## src/rtl/ram_fifo_pkg.sv

```systemverilog
// Shared constants and types for the ram8-backed FIFO.
// Word width and depth are fixed by the ram8 storage array.
package ram_fifo_pkg;

    localparam int unsigned WORD_W    = 16;
    localparam int unsigned RAM_DEPTH = 8;
    localparam int unsigned PTR_W     = 3;
    localparam int unsigned CNT_W     = 4;
    localparam int unsigned CAPACITY  = 9;

    typedef logic [WORD_W-1:0] word_t;

endpackage

```

## src/rtl/ram8.sv

```systemverilog
// 8 x 16-bit RAM: synchronous write, combinational read.
// Ports:
//   clock   - write clock
//   in      - write data
//   address - read/write address
//   load    - write enable (write occurs on the rising edge)
//   out     - mem[address], combinational
// Contents are not reset.
module ram8
    import ram_fifo_pkg::*;
(
    input  logic             clock,
    input  word_t            in,
    input  logic [PTR_W-1:0] address,
    input  logic             load,
    output word_t            out
);

    word_t mem_q [RAM_DEPTH];

    always_ff @(posedge clock) begin
        if (load) begin
            mem_q[address] <= in;
        end
    end

    assign out = mem_q[address];

endmodule

```

## src/rtl/ram8_fifo.sv

```systemverilog
// 9-word FIFO: 8 words in a ram8 instance plus a registered head-of-queue stage.
// Ports:
//   clock, reset         - single clock, synchronous active-high reset
//   in_data/in_valid/in_ready    - producer handshake
//   out_data/out_valid/out_ready - consumer handshake, out_data is registered
//   count                - words held (0..9)
// The single RAM port is shared between refilling the head and writing new
// words; refill wins, so in_ready drops in any cycle that refills.
module ram8_fifo
    import ram_fifo_pkg::*;
(
    input  logic             clock,
    input  logic             reset,
    input  word_t            in_data,
    input  logic             in_valid,
    output logic             in_ready,
    output word_t            out_data,
    output logic             out_valid,
    input  logic             out_ready,
    output logic [CNT_W-1:0] count
);

    localparam logic [CNT_W-1:0] RamFull = CNT_W'(RAM_DEPTH);

    logic [PTR_W-1:0] wr_ptr_q, wr_ptr_d;
    logic [PTR_W-1:0] rd_ptr_q, rd_ptr_d;
    logic [CNT_W-1:0] ram_cnt_q, ram_cnt_d;
    word_t            head_q, head_d;
    logic             head_vld_q, head_vld_d;

    logic push, pop, head_free, ram_empty, ram_full, refill, bypass;

    word_t            ram_in, ram_out;
    logic [PTR_W-1:0] ram_addr;
    logic             ram_load;

    // Handshake decode. out_ready -> in_ready is combinational through refill.
    always_comb begin
        ram_empty = (ram_cnt_q == '0);
        ram_full  = (ram_cnt_q == RamFull);
        head_free = !head_vld_q | out_ready;
        refill    = head_free & !ram_empty;
        in_ready  = !ram_full & !refill;
        push      = in_valid & in_ready;
        pop       = head_vld_q & out_ready;
        // Empty RAM and a free head: the word skips storage entirely.
        bypass    = push & head_free & ram_empty;
    end

    // RAM port mux; the write is gated in reset so a reset-cycle push is dropped.
    always_comb begin
        ram_load = push & !bypass & !reset;
        ram_addr = ram_load ? wr_ptr_q : rd_ptr_q;
        ram_in   = in_data;
    end

    ram8 u_ram8 (
        .clock   (clock),
        .in      (ram_in),
        .address (ram_addr),
        .load    (ram_load),
        .out     (ram_out)
    );

    always_comb begin
        wr_ptr_d   = wr_ptr_q;
        rd_ptr_d   = rd_ptr_q;
        ram_cnt_d  = ram_cnt_q;
        head_d     = head_q;
        head_vld_d = head_vld_q;

        if (refill) begin
            head_d     = ram_out;
            head_vld_d = 1'b1;
            rd_ptr_d   = rd_ptr_q + 1'b1;
            ram_cnt_d  = ram_cnt_q - 1'b1;
        end else if (bypass) begin
            head_d     = in_data;
            head_vld_d = 1'b1;
        end else if (pop) begin
            head_vld_d = 1'b0;
        end

        // Never coincides with refill, so ram_cnt changes by at most one.
        if (ram_load) begin
            wr_ptr_d  = wr_ptr_q + 1'b1;
            ram_cnt_d = ram_cnt_q + 1'b1;
        end
    end

    always_ff @(posedge clock) begin
        if (reset) begin
            wr_ptr_q   <= '0;
            rd_ptr_q   <= '0;
            ram_cnt_q  <= '0;
            head_q     <= '0;
            head_vld_q <= 1'b0;
        end else begin
            wr_ptr_q   <= wr_ptr_d;
            rd_ptr_q   <= rd_ptr_d;
            ram_cnt_q  <= ram_cnt_d;
            head_q     <= head_d;
            head_vld_q <= head_vld_d;
        end
    end

    assign out_data  = head_q;
    assign out_valid = head_vld_q;
    assign count     = ram_cnt_q + CNT_W'(head_vld_q);

endmodule

```

## config.mk

```make
export PLATFORM = sky130hd
export DESIGN_NAME = ram8_fifo
export DESIGN_NICKNAME = d
export VERILOG_FILES = /design/src/rtl/ram_fifo_pkg.sv /design/src/rtl/ram8.sv /design/src/rtl/ram8_fifo.sv
export SDC_FILE = /design/constraint.sdc
export NUM_CORES = 1
export LEC_CHECK = 0
export ABC_AREA = 1
export ABC_CLOCK_PERIOD_IN_PS = 2800
export CORE_AREA = 4 4 124 126
export CTS_CLUSTER_DIAMETER = 60
export CTS_CLUSTER_SIZE = 40
export DETAILED_ROUTE_END_ITERATION = 7
export DIE_AREA = 0 0 128 130
export GPL_TIMING_DRIVEN = 0
export HOLD_SLACK_MARGIN = 0.12
export PLACE_DENSITY = 0.73
export SYNTH_ARGS = -nofsm -noshare
export SYNTH_HDL_FRONTEND = slang
export SYNTH_SLANG_ARGS = --single-unit
```

## constraint.sdc

```tcl
create_clock -name clock -period 2.8 [get_ports clock]
set_input_delay 0.42 -clock clock [delete_from_list [all_inputs] [get_ports clock]]
set_output_delay 0.42 -clock clock [all_outputs]
set_load 0.05 [all_outputs]
```

* After elaboration in Yosys (flattened, before gate mapping)
Memories as Yosys holds them, arrays and structs flattened. Index checks and enable logic that the tools add are counted.
Cells by class: add/subtract/negate cells 5, equal/unequal tests 1, muxes and demuxes 10, bitwise operators 9, reductions and logical operators 10
Operators with widths (number):
- $mux 16 | 2
- $and 1x1->1 | 8
- $mux 4 | 2
- $add 3x1->3 const B | 2
- $logic_not 1->1 | 6
- $mux 1 | 5
- $add 4x1->4 | 1
- $add 4x1->4 const B | 1
- $eq 4x4->1 const B | 1
- $logic_not 4->1 | 1
- $reduce_bool 2->1 | 2
- $sub 4x1->4 const B | 1
- $mux 3 | 1
- $reduce_bool 3->1 | 1
- $or 1x1->1 | 1
Word-level totals: register bits 27, memory bits (writable) 128, bits of input ports 20, output and inout bits 22, logic and storage cells 41, memories kept 1
Memory list:
- u_ram8.mem_q | words 8, bits a word 16, rd ports 1, clocked after Yosys merged registers in 0, wr ports 1, line ram8.sv:19 | word_t mem_q [RAM_DEPTH];

* Longest topological paths before layout
An unclocked memory read counts as a cell.
depth after elaboration 14, mapped depth 13, depth with buffers taken out 13

* Modules after synthesis
From an unflattened synthesis, not the netlist that was laid out.
Unflattened totals: cell total of the unflattened synthesis 746, area, all modules 6907.9 um2
Modules (own cells, without submodules):
- ram8 | instances 1, cells each 532, area an instance 5441.5 um2, sequential area each 3843.7 um2
- ram8_fifo | instances 1, cells each 214, area an instance 1466.4 um2, sequential area each 540.5 um2

* Worst setup path after synthesis
No wires, ideal clock.
path type register to register, from reg head_vld_q (netlist: out_valid), to mem u_ram8.mem_q[2][0] in the netlist's numbering (enable), library setup time 0.389 ns, data arrival time 2.504 ns, required time 2.411 ns, slack -0.093 ns, cell stages (with the launch flop) 10, buffers on the path 1, period minus slack after synthesis 2.893 ns, cell sequence dfxtp_1 > nand2_1 > nand3_1 > nand2_2 > o21bai_1 > nand2_1 > nor2_4 > buf_6 > inv_1 > nor2_1
Between the ends: word-level cells in the longest chain between the ends 13, elaborated cells on any way between the ends 14, classes of those cells mux: 3; bitwise: 8; reduce/logical: 3
RTL lines:
- start: declaration | line ram8_fifo.sv:29 | logic head_vld_q, head_vld_d;
- start signal: assignment | line ram8_fifo.sv:103 | head_vld_q <= head_vld_d;
- $logic_not 1->1 * | line ram8_fifo.sv:41 | head_free = !head_vld_q | out_ready;
- $or 1x1->1 * | line ram8_fifo.sv:41
- $and 1x1->1 | line ram8_fifo.sv:42 | refill = head_free & !ram_empty;
- $logic_not 1->1 | line ram8_fifo.sv:43 | in_ready = !ram_full & !refill;
- $and 1x1->1 | line ram8_fifo.sv:43
- $and 1x1->1 | line ram8_fifo.sv:44 | push = in_valid & in_ready;
- $and 1x1->1 (2 in a row) | line ram8_fifo.sv:47 | bypass = push & head_free & ram_empty;
- $logic_not 1->1 | line ram8_fifo.sv:52 | ram_load = push & !bypass & !reset;
- $and 1x1->1 * (2 in a row) | line ram8_fifo.sv:52
- $mux 1 | line ram8.sv:22 | if (load) begin
- $mux 1 (not written as such) | line ram8.sv:23 | mem_q[address] <= in;
- end: declaration | line ram8.sv:19
Mark *: on every way between the ends. The rest lies on a longest branch, timed or not.

* Final worst setup path
from reg ram_cnt_q[0], to out count[3]
Between the ends: word-level cells in the longest chain between the ends 1
RTL lines:
- start: declaration | line ram8_fifo.sv:27 | logic [CNT_W-1:0] ram_cnt_q, ram_cnt_d;
- start signal: assignment | line ram8_fifo.sv:101 | ram_cnt_q <= ram_cnt_d;
- $add 4x1->4 | line ram8_fifo.sv:109 | assign count = ram_cnt_q + CNT_W'(head_vld_q);
- end: declaration | line ram8_fifo.sv:20 | output logic [CNT_W-1:0] count
Every way passes these cells.

==> results.toml <==
[logic_synthesis]
netlist-cell-type-count = 29
async_flop_share_pct = 0
syn_inst = 640
synth_warnings = 0
synth_top_area_share_pct = 55.1
synth_flop_cell = "edfxtp_1"
syn-num-nets = 667
syn_area_sq_um = 6980
ys_seq_area_share_pct = 62.8
avgSynthCellArea_sq_um = 10.9
synth_edf_count = 128
ys_ff_latch = 155
synth_area_leader_cell = "edfxtp_1"
synth.area.top_cells = "edfxtp_1 55%, dfxtp_1 7.7%, nand3b_1 6.9%"

[finish]
nets = 735
stdcell_count = 904
antenna_cells = 0
drive_above_1_share_pct = 11.7
final_common_cell = "edfxtp_1"
layout_common_cells = "128 x edfxtp_1, 109 x nand2_1, 86 x nand3_1"
syn_to_final_growth_pct = 20.4
utilization_pct = 58.7

[critical_path]
cp-end-kind = "output pin"
crit_chain = "ha_1 > nand3_1 > xor2_1 > clkdlybuf4s50_1"
crit_buf_inv = 1
crit_family = "buffers and inverters"
cp.arrival_ns = 2.22
max_stage_delay_ns = 0.81
required_ns = 2.38
startpoint_type = "flip-flop"
timing_worst_setup_path_type = "reg -> out"
cp_slowest_cell = "clkdlybuf4s50_1"
worstPathMaxFanout = 6

[detailed_routing]
drt_iter0_drc = 489
routed_via_density = 5.52
drcViolationCount = 0
dr.max_layer_used = "met4"
drtAntennaViolNets = 0
wl_met3_mm = 1.66
met2_length_mm = 8.30
post_drt_wl_per_cell_um = 19.2
vias = 4987
dr.pass1.iters = 5
met1_length_mm = 7.01
wl_mm = 17.4

[clock_network]
cts_max_level = 4
clk_latency_ns = 0.43
cts_hold_buffers = 0
clkTransAtPathRegs_ns = 0.06
cts.sinks = 155
cts-root-buf = "clkbuf_16"
clock_path_buffers = 2
cts_tree = "yes"
numCtsBuffers = 17

[sta]
drv_slew = 0
slew_headroom_pct = 50.3
hold_violations = 0
finalCritPeriodShare_pct = 94.2
fmax_ghz = 0.379
worstMarginPinSlew_ns = 0.745
finClkSkew_ns = 0.00808
fin_ws_ns = 0.163
setup_viol = 0
period_needed_ns = 2.64
rsz0062_at_grt = "false"

[floorplan]
io_pins = 42
die_x_um = 128
core_area_sq_um = 14300
placementRows = 44
dieArea_sq_um = 16600
dieHeight_um = 130
start_util_pct = 48.7

[run]
cap_violations = 0

[placement]
gp_congestion = 0.839
dpl_worst_slack_ns = -0.708
hpwl_mm = 11.1
io_buffer_count = 40
place_inst = 864

[pwr]
power.leakage_uw = 0.00324
pwr-share-comb_pct = 43.0
p_switching_uw = 3610
ir_drop_uv = 594
p_int_uw = 5270
power_frac_clock_pct = 25.2
seq_power_share_pct = 31.9
cellPowerDensity_nw_per_um2 = 1060
p_sw_share_pct = 40.6

[outcome]
status = "completed"

[global_route]
grt_overflow = 0
grt_pass1_wl_mm = 26.8
antenna_found_initial = 0
grt_max_degree = 17
track_usage_pct = 21.8
grt_pass1_vias = 4867

[hold_path]
hold_path.class = "in -> reg"
==> synthesized netlist by cell type, types with 7 or more instances <==
cell type	number
o21ai_0	22
clkbuf_1	8
edfxtp_1	128
nand3b_1	64
dfxtp_1	27
buf_6	7
nand2_1	109
buf_2	10
o21bai_1	18
a21oi_1	26
inv_1	80
nand3_1	86
nor2_1	15
==> through the flow <==
stage	TNS [ns]	power, uW	hold WS, ns	instance area [sq um]
after floorplan	-2.97	5400	0.443	6990
after global placement	-85.64	6470	0.454	7620
after detailed placement	-84.78	6610	0.460	7630
after CTS	-8.78	8840	0.280	8220
after global routing	0	9340	0.320	8400
final	0	8880	0.300	8400
==> flip-flops by register name (all words and copies together) (netlist names) <==
signal        flops
u_ram8.mem_q    128
out_data         16
ram_cnt_q         4
rd_ptr_q          3
wr_ptr_q          3
out_valid         1
==> logic make-up after synthesis <==
group	Yosys count	share of synthesized area (%)
AND/OR/NAND/NOR	289	22.0
XOR/XNOR	3	0.377
buffers and inverters	113	7.33
adder cells (fa/ha/maj)	7	1.36
AO/OA/AOI/OAI	73	6.10
flip-flops	155	62.8
==> metal layers <==
layer,vias up,global-route usage (%)
li1,2334,-
met1,2387,27.8
met2,230,35.3
met3,36,5.36
met4,0,9.99
met5,-,0
==> repair_timing <==
action,in CTS,in global routing
cloned,0,0
endpoints found under the setup margin,129,130
resized for setup,8,6
buffers inserted,0,10
pin swaps,0,8
==> final cells by class <==
| class | instances | area, sq um |
|---|---|---|
| fill | 1192 | 5910 |
| sequential | 155 | 4380 |
| multi-input combinational | 372 | 2140 |
| clock inverter | 10 | 125 |
| tap | 184 | 230 |
| buffer | 31 | 205 |
| inverter | 81 | 304 |
| timing repair buffer | 50 | 573 |
| clock buffer | 21 | 440 |
==> worst paths after layout <==
check / from / end / slack, ns / cells after the start
max reg2reg: ram_cnt_q[0] / u_ram8.mem_q[1][3] / 0.27 / 11
max: ram_cnt_q[0] / count[3] / 0.16 / 4
min reg2reg: out_data[6] / out_data[6] / 0.47 / 2
min: reset / wr_ptr_q[0] / 0.30 / 2
==> power by group through the flow <==
stage                     Combinational [uW]  Sequential [uW]  Clock, uW
after floorplan                         2250             3150          0
after global placement                  3600             2870          0
after detailed placement                3730             2880          0
after CTS                               3750             2830       2260
after global routing                    4130             2850       2360
final                                   3820             2830       2240
Note: power is estimated with default switching activity, not from simulation.
